==> config.mk <==
export PLATFORM = sky130hd
export DESIGN_NAME = pc_sequencer
export DESIGN_NICKNAME = d
export VERILOG_FILES = /design/src/rtl/pc_sequencer_pkg.sv /design/src/rtl/pc_sequencer_target_calc.sv /design/src/rtl/pc_sequencer.sv
export SDC_FILE = /design/constraint.sdc
export NUM_CORES = 1
export LEC_CHECK = 0
export CAP_MARGIN = 10
export CORE_ASPECT_RATIO = 1.4
export CORE_MARGIN = 2
export CORE_UTILIZATION = 47
export DETAILED_ROUTE_END_ITERATION = 10
export PLACE_DENSITY = 0.82
export SYNTH_ARGS = -nofsm -noshare
export SYNTH_HDL_FRONTEND = slang
export SYNTH_SLANG_ARGS = --single-unit
==> constraint.sdc <==
create_clock -name clk -period 3.8 [get_ports clk]
set_input_delay 0.95 -clock clk [delete_from_list [all_inputs] [get_ports clk]]
set_output_delay 0.95 -clock clk [all_outputs]
set_load 0.02 [all_outputs]
==> src/rtl/pc_sequencer_pkg.sv <==
`default_nettype none
// ============================================================================
// pc_sequencer_pkg : shared state codes, redirect kinds and sign-extend helpers
// Revision: 1.0
// ============================================================================
package pc_sequencer_pkg;

    localparam logic [31:0] PC_INC_DEFAULT = 32'd4;

    typedef enum logic [2:0] {
        ST_IDLE    = 3'd0,
        ST_FETCH   = 3'd1,
        ST_HOLD    = 3'd2,
        ST_RESOLVE = 3'd3,
        ST_HALTED  = 3'd4
    } state_t;

    typedef enum logic [1:0] {
        RES_KIND_IMM16 = 2'b00,
        RES_KIND_IMM26 = 2'b01,
        RES_KIND_REG   = 2'b10,
        RES_KIND_RSVD  = 2'b11
    } res_kind_t;

    function automatic logic [31:0] sext16(input logic [15:0] v);
        return {{16{v[15]}}, v};
    endfunction

    function automatic logic [31:0] sext26(input logic [25:0] v);
        return {{6{v[25]}}, v};
    endfunction

endpackage : pc_sequencer_pkg
`default_nettype wire

==> src/rtl/pc_sequencer_target_calc.sv <==
`default_nettype none
// ============================================================================
// pc_target_calc : combinational sequential-PC adder and redirect target select
// Revision: 1.0
// ============================================================================
module pc_target_calc
    import pc_sequencer_pkg::*;
#(
    parameter logic [31:0] PC_INC = PC_INC_DEFAULT
) (
    input  logic [31:0] instr_pc,
    input  res_kind_t   kind,
    input  logic [25:0] imm,
    input  logic [31:0] reg_target,
    output logic [31:0] seq_pc,
    output logic [31:0] target,
    output logic        misaligned
);

    assign seq_pc = instr_pc + PC_INC;

    // Offsets are byte offsets relative to the sequential PC; the add wraps mod 2^32.
    always_comb begin
        target     = seq_pc;
        misaligned = 1'b0;
        unique case (kind)
            RES_KIND_IMM16: target = seq_pc + sext16(imm[15:0]);
            RES_KIND_IMM26: target = seq_pc + sext26(imm);
            RES_KIND_REG:   target = reg_target;
            default:        misaligned = 1'b1;
        endcase
        if (target[1:0] != 2'b00) begin
            misaligned = 1'b1;
        end
    end

endmodule : pc_target_calc
`default_nettype wire

==> src/rtl/pc_sequencer.sv <==
`default_nettype none
// ============================================================================
// pc_sequencer : multi-cycle fetch / hand-off / resolve next-PC controller
// Revision: 1.0   (bit 0 is the LSB on every vector; imm16 is res_imm[15:0])
// ============================================================================
module pc_sequencer
    import pc_sequencer_pkg::*;
#(
    parameter logic [31:0] RESET_PC = 32'h0000_0000,
    parameter logic [31:0] PC_INC   = PC_INC_DEFAULT
) (
    input  logic        clk,
    input  logic        reset_n,
    output logic        imem_req,
    output logic [31:0] imem_addr,
    input  logic        imem_ack,
    input  logic [31:0] imem_data,
    output logic        instr_valid,
    input  logic        instr_ready,
    output logic [31:0] instr,
    output logic [31:0] instr_pc,
    output logic [31:0] link_addr,
    input  logic        res_valid,
    input  logic        res_taken,
    input  logic [1:0]  res_kind,
    input  logic [25:0] res_imm,
    input  logic [31:0] res_reg,
    input  logic        res_halt,
    output logic        halted,
    output logic        align_err
);

    state_t      state_q, state_d;
    logic [31:0] pc_q, pc_d;
    logic [31:0] instr_q, instr_d;
    logic [31:0] instr_pc_q, instr_pc_d;
    logic        imem_req_q, imem_req_d;
    logic        instr_valid_q, instr_valid_d;
    logic        halted_q, halted_d;
    logic        align_err_q, align_err_d;

    logic [31:0] w_seq_pc;
    logic [31:0] w_target;
    logic        w_misaligned;

    pc_target_calc #(
        .PC_INC (PC_INC)
    ) u_target_calc (
        .instr_pc   (instr_pc_q),
        .kind       (res_kind_t'(res_kind)),
        .imm        (res_imm),
        .reg_target (res_reg),
        .seq_pc     (w_seq_pc),
        .target     (w_target),
        .misaligned (w_misaligned)
    );

    always_comb begin
        state_d       = state_q;
        pc_d          = pc_q;
        instr_d       = instr_q;
        instr_pc_d    = instr_pc_q;
        imem_req_d    = imem_req_q;
        instr_valid_d = instr_valid_q;
        halted_d      = halted_q;
        align_err_d   = align_err_q;
        unique case (state_q)
            ST_IDLE: begin
                state_d    = ST_FETCH;
                imem_req_d = 1'b1;
            end
            ST_FETCH: begin
                if (imem_ack) begin
                    instr_d       = imem_data;
                    instr_pc_d    = pc_q;
                    imem_req_d    = 1'b0;
                    instr_valid_d = 1'b1;
                    state_d       = ST_HOLD;
                end
            end
            ST_HOLD: begin
                if (instr_ready) begin
                    instr_valid_d = 1'b0;
                    state_d       = ST_RESOLVE;
                end
            end
            ST_RESOLVE: begin
                // Halt outranks a redirect; a bad target stops the core rather than fetching.
                if (res_valid) begin
                    if (res_halt) begin
                        halted_d = 1'b1;
                        state_d  = ST_HALTED;
                    end else if (!res_taken) begin
                        pc_d       = w_seq_pc;
                        imem_req_d = 1'b1;
                        state_d    = ST_FETCH;
                    end else if (w_misaligned) begin
                        align_err_d = 1'b1;
                        halted_d    = 1'b1;
                        state_d     = ST_HALTED;
                    end else begin
                        pc_d       = w_target;
                        imem_req_d = 1'b1;
                        state_d    = ST_FETCH;
                    end
                end
            end
            ST_HALTED: begin
                imem_req_d    = 1'b0;
                instr_valid_d = 1'b0;
            end
            default: state_d = ST_IDLE;
        endcase
    end

    always_ff @(posedge clk or negedge reset_n) begin
        if (!reset_n) begin
            state_q       <= ST_IDLE;
            pc_q          <= RESET_PC;
            instr_q       <= '0;
            instr_pc_q    <= RESET_PC;
            imem_req_q    <= 1'b0;
            instr_valid_q <= 1'b0;
            halted_q      <= 1'b0;
            align_err_q   <= 1'b0;
        end else begin
            state_q       <= state_d;
            pc_q          <= pc_d;
            instr_q       <= instr_d;
            instr_pc_q    <= instr_pc_d;
            imem_req_q    <= imem_req_d;
            instr_valid_q <= instr_valid_d;
            halted_q      <= halted_d;
            align_err_q   <= align_err_d;
        end
    end

    assign imem_req    = imem_req_q;
    assign imem_addr   = pc_q;
    assign instr_valid = instr_valid_q;
    assign instr       = instr_q;
    assign instr_pc    = instr_pc_q;
    assign link_addr   = w_seq_pc;
    assign halted      = halted_q;
    assign align_err   = align_err_q;

endmodule : pc_sequencer
`default_nettype wire

-- Yosys cells after proc, flatten, opt, wreduce, memory -nomap -nowiden
Index checks and enable logic that the tools add are counted.
W data, S select, Z words.
- $add $sub $neg: 3
- equal/unequal tests: 12
- multiplexer cells: 24
- bitwise operators: 2
- reductions and logical operators: 15
- operator list (operator ; count):
    $pmux W32 S3 ; 1
    $add A32 B32 Y32 ; 2
    $mux W32 ; 2
    $add A32 B3 Y32 const B ; 1
    $mux W3 ; 6
    $pmux W3 S5 ; 1
    $mux W1 ; 12
    $reduce_and A4 Y1 ; 3
    $ne A2 B2 Y1 const B ; 5
    $reduce_and A5 Y1 ; 2
    $eq A3 B2 Y1 const B ; 2
    $reduce_bool A2 Y1 ; 3
    $pmux W1 S4 ; 1
    $reduce_bool A4 Y1 ; 1
    $eq A3 B1 Y1 const B ; 1
    $eq A3 B3 Y1 const B ; 1
    $logic_not A3 Y1 ; 1
    $ne A3 B3 Y1 const B ; 1
    $pmux W1 S3 ; 1
    $reduce_and A3 Y1 ; 1
    $reduce_bool A3 Y1 ; 1
    $reduce_or A3 Y1 ; 1
    $eq A2 B1 Y1 const B ; 1
    $eq A2 B2 Y1 const B ; 1
    3 further kinds ; 4
- bits in registers: 103
- word-level logic and storage cells: 64

-- Logic depth before layout (Yosys ltp)
Gate-level depths: netlist of run 1.
- depth in word-level cells: 10
- depth in mapped cells: 16

-- By module
A second synthesis of run 1 with hierarchy kept.
- cell total of the unflattened synthesis: 827
- area total of the unflattened synthesis: 8003.9 µm²
- by module, submodules not included (module ; instances ; cells an instance ; area each (µm²) ; sequential area each (µm²)):
    pc_sequencer ; 1 ; 363 ; 4789.6 ; 2577.5
    pc_target_calc ; 1 ; 464 ; 3214.3 ; 0.0

-- Least setup slack after synthesis of run 1
Ideal clock, no wire load.
- path type: flip-flop to flip-flop
- start point: register instr_pc_q[3] (netlist: instr_pc[3])
- end point: register pc_q[30] (netlist: imem_addr[30])
- library setup time: 128 ps
- arrival time: 3671 ps
- required time: 3672 ps
- slack: 0 ps
- stages on the path, launching flop included: 16
- path buffers: 0
- clock period less this slack: 3800 ps
- cell sequence: dfrtp_1 -> ha_1 -> nand2_1 -> or2_2 -> nor3_1 -> xor2_1 -> ha_1 -> nand4_1 -> or3b_1 -> nor3_1 -> o2111ai_1 -> nand2_1 -> a41oi_2 -> o211ai_1 -> xnor2_1 -> o22ai_1
- longest elaborated chain between the ends: 5
- elaborated cells between the ends (all ways): 6
- those cells by class: 3 x add/sub; 3 x mux
- RTL lines (item ; line ; text):
    from (decl) ; pc_sequencer.sv:36 ; logic [31:0] instr_pc_q, instr_pc_d;
    from (signal assigned) ; pc_sequencer.sv:130 ; instr_pc_q <= instr_pc_d;
    $add A32 B3 Y32 (*) ; pc_sequencer_target_calc.sv:20 ; assign seq_pc = instr_pc + PC_INC;
    net link_addr[14] ; pc_sequencer.sv:22 ; output logic [31:0] link_addr,
    $add A32 B32 Y32, on equally long branches ; pc_sequencer_target_calc.sv:28, pc_sequencer_target_calc.sv:27 ;
    $pmux W32 S3 (*) ; pc_sequencer_target_calc.sv:26 ; unique case (kind)
    $mux W32 (*) ; pc_sequencer.sv:97 ; end else if (w_misaligned) begin
    $mux W32 (*) ; pc_sequencer.sv:93 ; end else if (!res_taken) begin
    to (signal assigned) ; pc_sequencer.sv:128 ; pc_q <= pc_d;
    to (decl) ; pc_sequencer.sv:34 ; logic [31:0] pc_q, pc_d;
The timed path passes the listed nets; every way through them passes the cells marked *. The select of a mux whose other input is x is not followed.
A chain may end at the register's enable or synchronous reset.

-- Final worst setup path of run 1
- start point: register instr_pc_q[2] (netlist: instr_pc[2])
- end point: output port link_addr[20]
- longest elaborated chain between the ends: 1
- RTL lines (item ; line):
    $add A32 B3 Y32 ; pc_sequencer_target_calc.sv:20
    to (decl) ; pc_sequencer.sv:22
Every way passes these cells.

==> results_dict.tcl, run 1 <==
set metrics [dict create \
    timing.slew.headroom_pct 48.09 \
    design.core.area_sq_um 14570 \
    setup.worst_path.class "reg2out" \
    cell_count_of_the_worst_hold_path 1 \
    synth_adder_area_share_pct 6.515 \
    gp_routability_congestion 0.9613 \
    power.density_nw_per_um2 819.1 \
    finalCritPeriodShare_pct 96.48 \
    holdBufCountCts 0 \
    grt_pass1_wl_mm 38.12 \
    detailroute.via_count 7055 \
    max-vdd-ir-drop_mv 0.5278 \
    cts_clock_pin_slew_for_the_worst_setup_and_hold_paths_ns 0.09 \
    drt-total-wl_mm 24.25 \
    i_o_pin_total 231 \
    layout.cells.non_filler 1217 \
    finalClockSkew_ns 0.01348 \
    synth_area_sq_um 7029 \
    fillerInstances 1078 \
    number_of_antenna_diodes 0 \
    cts_root_buffer "clkbuf_16" \
    start_util_pct 48.23 \
    drt_first_iter_violations 417 \
    leakage_nw 4.781 \
    largest_net_degree_at_the_start_of_global_routing 57 \
    cts-root-to-sink-buffers 2 \
    die_area_sq_um 15960 \
    critical_path_arrival_ns 2.72 \
    clock_power_share_pct 11.5 \
    worstRegToRegCells 14 \
    post-route-min-period_ns 3.666 \
    number_of_h_tree_levels 3 \
    p_sw_share_pct 43.71 \
    synth.cells.most_frequent "dfrtp_1, nand2_1, mux2_2, nor2_1, a21oi_1" \
    status "complete, no violations" \
    setup.reg_to_reg.worst_slack_ns 0.18 \
    synth_flop_cell "dfrtp_1" \
    synth_enable_flop_cells 0 \
    maxSlewViolCount 0 \
    grt_remaining_overflow 0 \
    synth_area_leaders "dfrtp_1, mux2_2, ha_1, xnor2_1, nand2_1" \
    drive_above_1_share_pct 21.30 \
    pwr-share-seq_pct 23.8 \
    flow.area_growth_from_synthesis_pct 51.14 \
    post_synth_num_cell_types 70 \
    cp-start-kind "flop" \
    grt_pass1_vias 7267 \
    setup_viol 0 \
    tns_ns 0 \
    critical_path.reg2reg.endpoint "imem_addr[29]" \
    net-switching-power_mw 3.803 \
    max_cap_violations 0 \
    dominant_combinational_cell_family_by_area_after_synthesis "compound AO/OA/AOI/OAI gates" \
    via_per_inst 5.797 \
    drt_drc_violations_left 0 \
    top_count_cell_post_synth "dfrtp_1" \
    ys_ff_latch 103 \
    synth.mux.area_fraction_pct 10.36 \
    crit_fanout 5 \
    p_int_mw 4.899 \
    synth_compound_area_share_pct 21.25 \
    number_of_antenna_violations_at_the_first_check_in_global_routing 0 \
    worst_hold_startpoint "align_err" \
    hold_path_class "reg2reg" \
    pwr-share-comb_pct 64.8 \
    synthXorXnorAreaFrac_pct 8.686 \
    dpl.cell_count 1199 \
    dp.final_hpwl_mm 18.66 \
    asyncSetResetFlopFracSynth_pct 100.0 \
    maxClockFrequency_ghz 0.2728 \
    worst_pin_slew_ns 0.7787 \
    first_pass_detailed_route_iteration_total 5 \
    tritoncts_buffers 9 \
    cts.sink_count 103 \
    grtUsageTotal_pct 30.63 \
    clk-insertion-delay-late_ns 0.37 \
    nNetsFinal 1158 \
    final_hold_violations 0 \
    syn_inst 723 \
    drt-wirelength-per-cell_um 19.93 \
    crit_path_end_kind "output pin" \
    antenna_left 0 \
    worstPathRequired_ns 2.85 \
    hold_path_end "align_err" \
    postSynthAreaPerCell_sq_um 9.722 \
    port_buffers 230 \
    synth_top_cell_area_share_pct 36.67 \
    rr_startpoint "instr_pc[2]" \
    yosys.area_share.simple_pct 13.33 \
    fp.dieW_um 107.4 \
    post-synth-top-area-cell "dfrtp_1" \
    grt_setup_unrepaired "yes" \
    seq_area_frac_synth_pct 36.67 \
    number_of_core_rows 52 \
    cts_tree "done" \
    yosys_warn_count 0 \
    final_util_pct 72.90 \
    net_count_after_synthesis 858 \
    floorplan.die.height_um 148.7 \
]
## per-stage QoR
stage	power (mW)	worst slack, ns	cell area [sq um]	hold WS (ns)
after global placement	7.551	-0.3419	10180	0.4391
after floorplan	5.068	0.0003639	7029	0.4812
after detailed placement	7.639	-0.4121	10180	0.4668
after global routing	9.211	-0.01766	10620	0.4930
after CTS	8.666	0.007641	10520	0.4771
final	8.702	0.1339	10620	0.4713
## critical path, cell delays in order, from the launching register on
cell and delay [ns]:
dfrtp_1 0.36, ha_1 0.25, nand2_1 0.13, nor4_4 0.25, buf_4 0.20, buf_4 0.16
nand2_1 0.15, xnor2_2 0.22, clkdlybuf4s50_1 0.64
## power by group through the flow
stage / Sequential (mW) / Clock [mW] / Combinational, mW
5_1_grt: 2.14 / 1.05 / 6.02
3_5_place_dp: 2.07 / 0 / 5.57
2_1_floorplan: 2.58 / 0 / 2.48
3_3_place_gp: 2.04 / 0 / 5.51
6_report: 2.07 / 0.998 / 5.64
4_1_cts: 2.06 / 1.01 / 5.60
## routing by layer
layer	part of all wire, %	GRT usage (%)	up-vias
li1	-	-	3271
met1	38	35.84	3424
met2	51	54.53	288
met3	6.0	5.434	72
met4	4.5	13.27	0
met5	0	0	-
## cell families (layout without fill, tap and decap cells)
kind of cell               count (synthesis)  count (layout)
adders and majority gates                 36              36
AOI/OAI and AO/OA                        212             212
muxes                                     65              65
and+or+nand+nor                          188             188
DFF                                      103             103
buffers and inverters                     56             361
xor gates and xnor gates                  63              63
## final cells by class
type	count	area [sq um]	share of cell area, %
timing repair buffer	330	3112	29.29
clock buffer	9	225.2	2.120
tap	189	236.5	2.226
multi-input combinational	564	4322	40.68
inverter	15	56.30	0.5300
sequential	103	2579	24.27
clock inverter	7	93.84	0.8833
## cell usage in the layout (no fill, tap or decap), types with 13 or more instances in the layout
cell type,n
xnor2_1,33
a21oi_1,38
a21o_1,30
xor2_1,21
nor2_1,46
clkdlybuf4s50_1,218
nand2_1,66
dfrtp_1,102
o21ai_0,37
mux2_2,62
buf_4,98
a221oi_1,15
inv_1,13
ha_1,35
## what timing repair did
action,4_1_cts,5_1_grt
setup endpoints to repair,12,25
setup buffers,2,0
resized for setup,4,25
pin swaps,1,1
## sequential cells by signal, indices dropped and copies added (netlist names)
name,cells
instr_pc,32
imem_req,1
state_q,3
instr,32
imem_addr,32
align_err,1
halted,1
instr_valid,1
## worst max path at each step
stage | start | endpoint | slack [ns]
after global placement | res_kind[1] | imem_addr[31] | -0.34
after detailed placement | res_kind[1] | imem_addr[31] | -0.41
after floorplan | instr_pc[3] | imem_addr[30] | 0.0004
after global routing | instr_pc[3] | imem_addr[27] | -0.02
after CTS | instr_pc[5] | link_addr[23] | 0.008
final | instr_pc[2] | link_addr[20] | 0.13
Power figures use the tool's default switching activity.
==> run 2, diff against run 1 <==
--- a/config.mk
+++ b/config.mk
@@ -11,6 +11,7 @@
 export CORE_UTILIZATION = 47
 export DETAILED_ROUTE_END_ITERATION = 10
 export PLACE_DENSITY = 0.82
+export SKIP_LAST_GASP = 1
 export SYNTH_ARGS = -nofsm -noshare
 export SYNTH_HDL_FRONTEND = slang
 export SYNTH_SLANG_ARGS = --single-unit
==> run 2 against run 1 <==
Non-clock buffer count unchanged. Sequential power about the same. Die area unchanged. Global-route usage unchanged. Critical endpoint unchanged. Highest routed layer unchanged.
==> results_dict.tcl, run 2 (synthesis results as in run 1) <==
set metrics [dict create \
    crit_path_end_kind "output pin" \
    final_cell_area_sq_um 10620 \
    max_cap_violations 0 \
    finalClockSkew_ns 0.01329 \
    start_util_pct 48.23 \
    tritoncts_buffers 9 \
    cts_root_buffer "clkbuf_16" \
    drt_first_iter_violations 384 \
    cts.sink_count 103 \
    postLayoutSetupSlackWorst_ns 0.1360 \
    number_of_antenna_diodes 0 \
    fillerInstances 1079 \
    timing.slew.headroom_pct 47.62 \
    leakage_nw 4.778 \
    worstPathRequired_ns 2.85 \
    finalCritPeriodShare_pct 96.42 \
    number_of_antenna_violations_at_the_first_check_in_global_routing 0 \
    drt-total-wl_mm 24.24 \
    design.core.area_sq_um 14570 \
    layout.cells.most_common_list "clkdlybuf4s50_1, dfrtp_1, buf_4" \
    post-route-min-period_ns 3.664 \
    number_of_h_tree_levels 3 \
    cp_top_family "buffers and inverters" \
    power.density_nw_per_um2 818.6 \
    drt-wirelength-per-cell_um 19.92 \
    antenna_left 0 \
    critical_path_arrival_ns 2.71 \
    hold_path_class "reg2reg" \
    via_per_inst 5.792 \
    grt_pass1_vias 7267 \
    i_o_pin_total 231 \
    cell_count_of_the_worst_hold_path 1 \
    cts_tree "done" \
    cp_slowest_stage_delay_ns 0.64 \
    floorplan.die.height_um 148.7 \
    grt_pass1_wl_mm 38.12 \
    maxClockFrequency_ghz 0.2729 \
    setup.reg_to_reg.worst_slack_ns 0.18 \
    fp.dieW_um 107.4 \
    largest_net_degree_at_the_start_of_global_routing 57 \
    number_of_core_rows 52 \
    worst_hold_startpoint "align_err" \
    rr_startpoint "instr_pc[3]" \
    setup_viol 0 \
    drt_drc_violations_left 0 \
    clk-insertion-delay-late_ns 0.37 \
    register_area_sq_um 2579 \
    crit_chain "ha_1, nand2_1, nor4_4, buf_4, buf_4, nand2_1, xnor2_2, clkdlybuf4s50_1" \
    die_area_sq_um 15960 \
    final_hold_violations 0 \
    gp_routability_congestion 0.9613 \
    placement.setup.worst_slack_ns -0.4121 \
    max-vdd-ir-drop_mv 0.5278 \
    critical_path.reg2reg.endpoint "imem_addr[29]" \
    port_buffers 230 \
    status "complete, no violations" \
    cp-start-kind "flop" \
    worst_pin_slew_ns 0.7857 \
    multi_input_area_sq_um 4313 \
    detailroute.via_count 7049 \
    grtUsageTotal_pct 30.63 \
    mostFrequentLayoutCell "clkdlybuf4s50_1" \
    grt_remaining_overflow 0 \
    cts_clock_pin_slew_for_the_worst_setup_and_hold_paths_ns 0.09 \
    maxSlewViolCount 0 \
    flow.area_growth_from_synthesis_pct 51.01 \
    setup.worst_path.class "reg2out" \
    cpMaxStageDelayCell "clkdlybuf4s50_1" \
    cts-root-to-sink-buffers 2 \
    drive_above_1_share_pct 21.11 \
    placed_cell_area_sq_um 10180 \
    nNetsFinal 1158 \
    grt_setup_unrepaired "yes" \
    dp.final_hpwl_mm 18.66 \
    worstPathBufferInverterCount 3 \
    worstRegToRegCells 14 \
    crit_fanout 5 \
    hold_path_end "align_err" \
    holdBufCountCts 0 \
    first_pass_detailed_route_iteration_total 5 \
]
==> run 2: cell counts in the layout (fill, tap and decap cells not counted) <==
Identical to the previous run, type by type.
==> run 2: stage by stage <==
| stage | power (mW) | instances | hold WS [ns] | TNS, ns | utilization [%] |
|---|---|---|---|---|---|
| finish | 8.690 | 1217 | 0.4710 | 0 | 72.84 |
| floorplan | 5.068 | 723 | 0.4812 | 0 | - |
| global route | 9.204 | 1217 | 0.4930 | -0.02971 | 72.84 |
| global placement | 7.551 | 1199 | 0.4391 | -2.510 | 69.84 |
| detailed placement | 7.639 | 1199 | 0.4668 | -3.226 | 69.84 |
| CTS | 8.666 | 1217 | 0.4771 | 0 | 72.18 |
==> run 2: per-layer routing <==
layer	wire (um)	vias to the layer above	GRT usage [%]	part of all wire (%)
li1	-	3270	-	-
met1	9290	3434	35.84	38
met2	12550	285	54.53	52
met3	1443	60	5.434	6.0
met4	954	0	13.27	3.9
met5	0	-	0	0
==> run 2: report_power, final <==
group / leakage (nW) / switching (mW) / internal [mW]
combinational: 3.38 / 2.81 / 2.82
clock: 0.154 / 0.517 / 0.480
sequential: 1.25 / 0.472 / 1.60
total: 4.78 / 3.79 / 4.89
==> run 2: final cells by class <==
type / count / area share, %
flip-flops and latches: 103 / 24.29
inverters: 15 / 0.5304
repair buffers: 330 / 29.31
clock inverters: 7 / 0.8840
multi-input cells: 564 / 40.63
clock buffers: 9 / 2.122
well taps: 189 / 2.228
==> run 2: worst max path at each step <==
stage	slack, ns	start	cells past startpoint	end
4_1_cts	0.008	instr_pc[5]	7	link_addr[23]
2_1_floorplan	0.0004	instr_pc[3]	15	imem_addr[30]
6_report	0.14	instr_pc[3]	8	link_addr[20]
5_1_grt	-0.02	res_kind[0]	15	imem_addr[27]
3_5_place_dp	-0.41	res_kind[1]	12	imem_addr[31]
3_3_place_gp	-0.34	res_kind[1]	13	imem_addr[31]
==> run 2: what timing repair did <==
| action | CTS | global route |
|---|---|---|
| cloned | 0 | 0 |
| pin swaps | 1 | 1 |
| setup endpoints to repair | 12 | 25 |
| hold endpoints to repair | 0 | 0 |
| buffers inserted | 2 | 0 |
| resized for setup | 4 | 23 |
==> run 2: worst register-to-register path, cell delays in order (launching register included) <==
cell	delay (ns)
dfrtp_1	0.36
ha_1	0.24
nand2_1	0.13
or2_2	0.36
xnor2_1	0.25
ha_1	0.30
a21o_1	0.20
a211oi_1	0.25
o21ai_0	0.18
a32oi_2	0.35
a21oi_1	0.18
a31oi_2	0.23
o211ai_1	0.19
o2111ai_1	0.16
o211ai_1	0.11
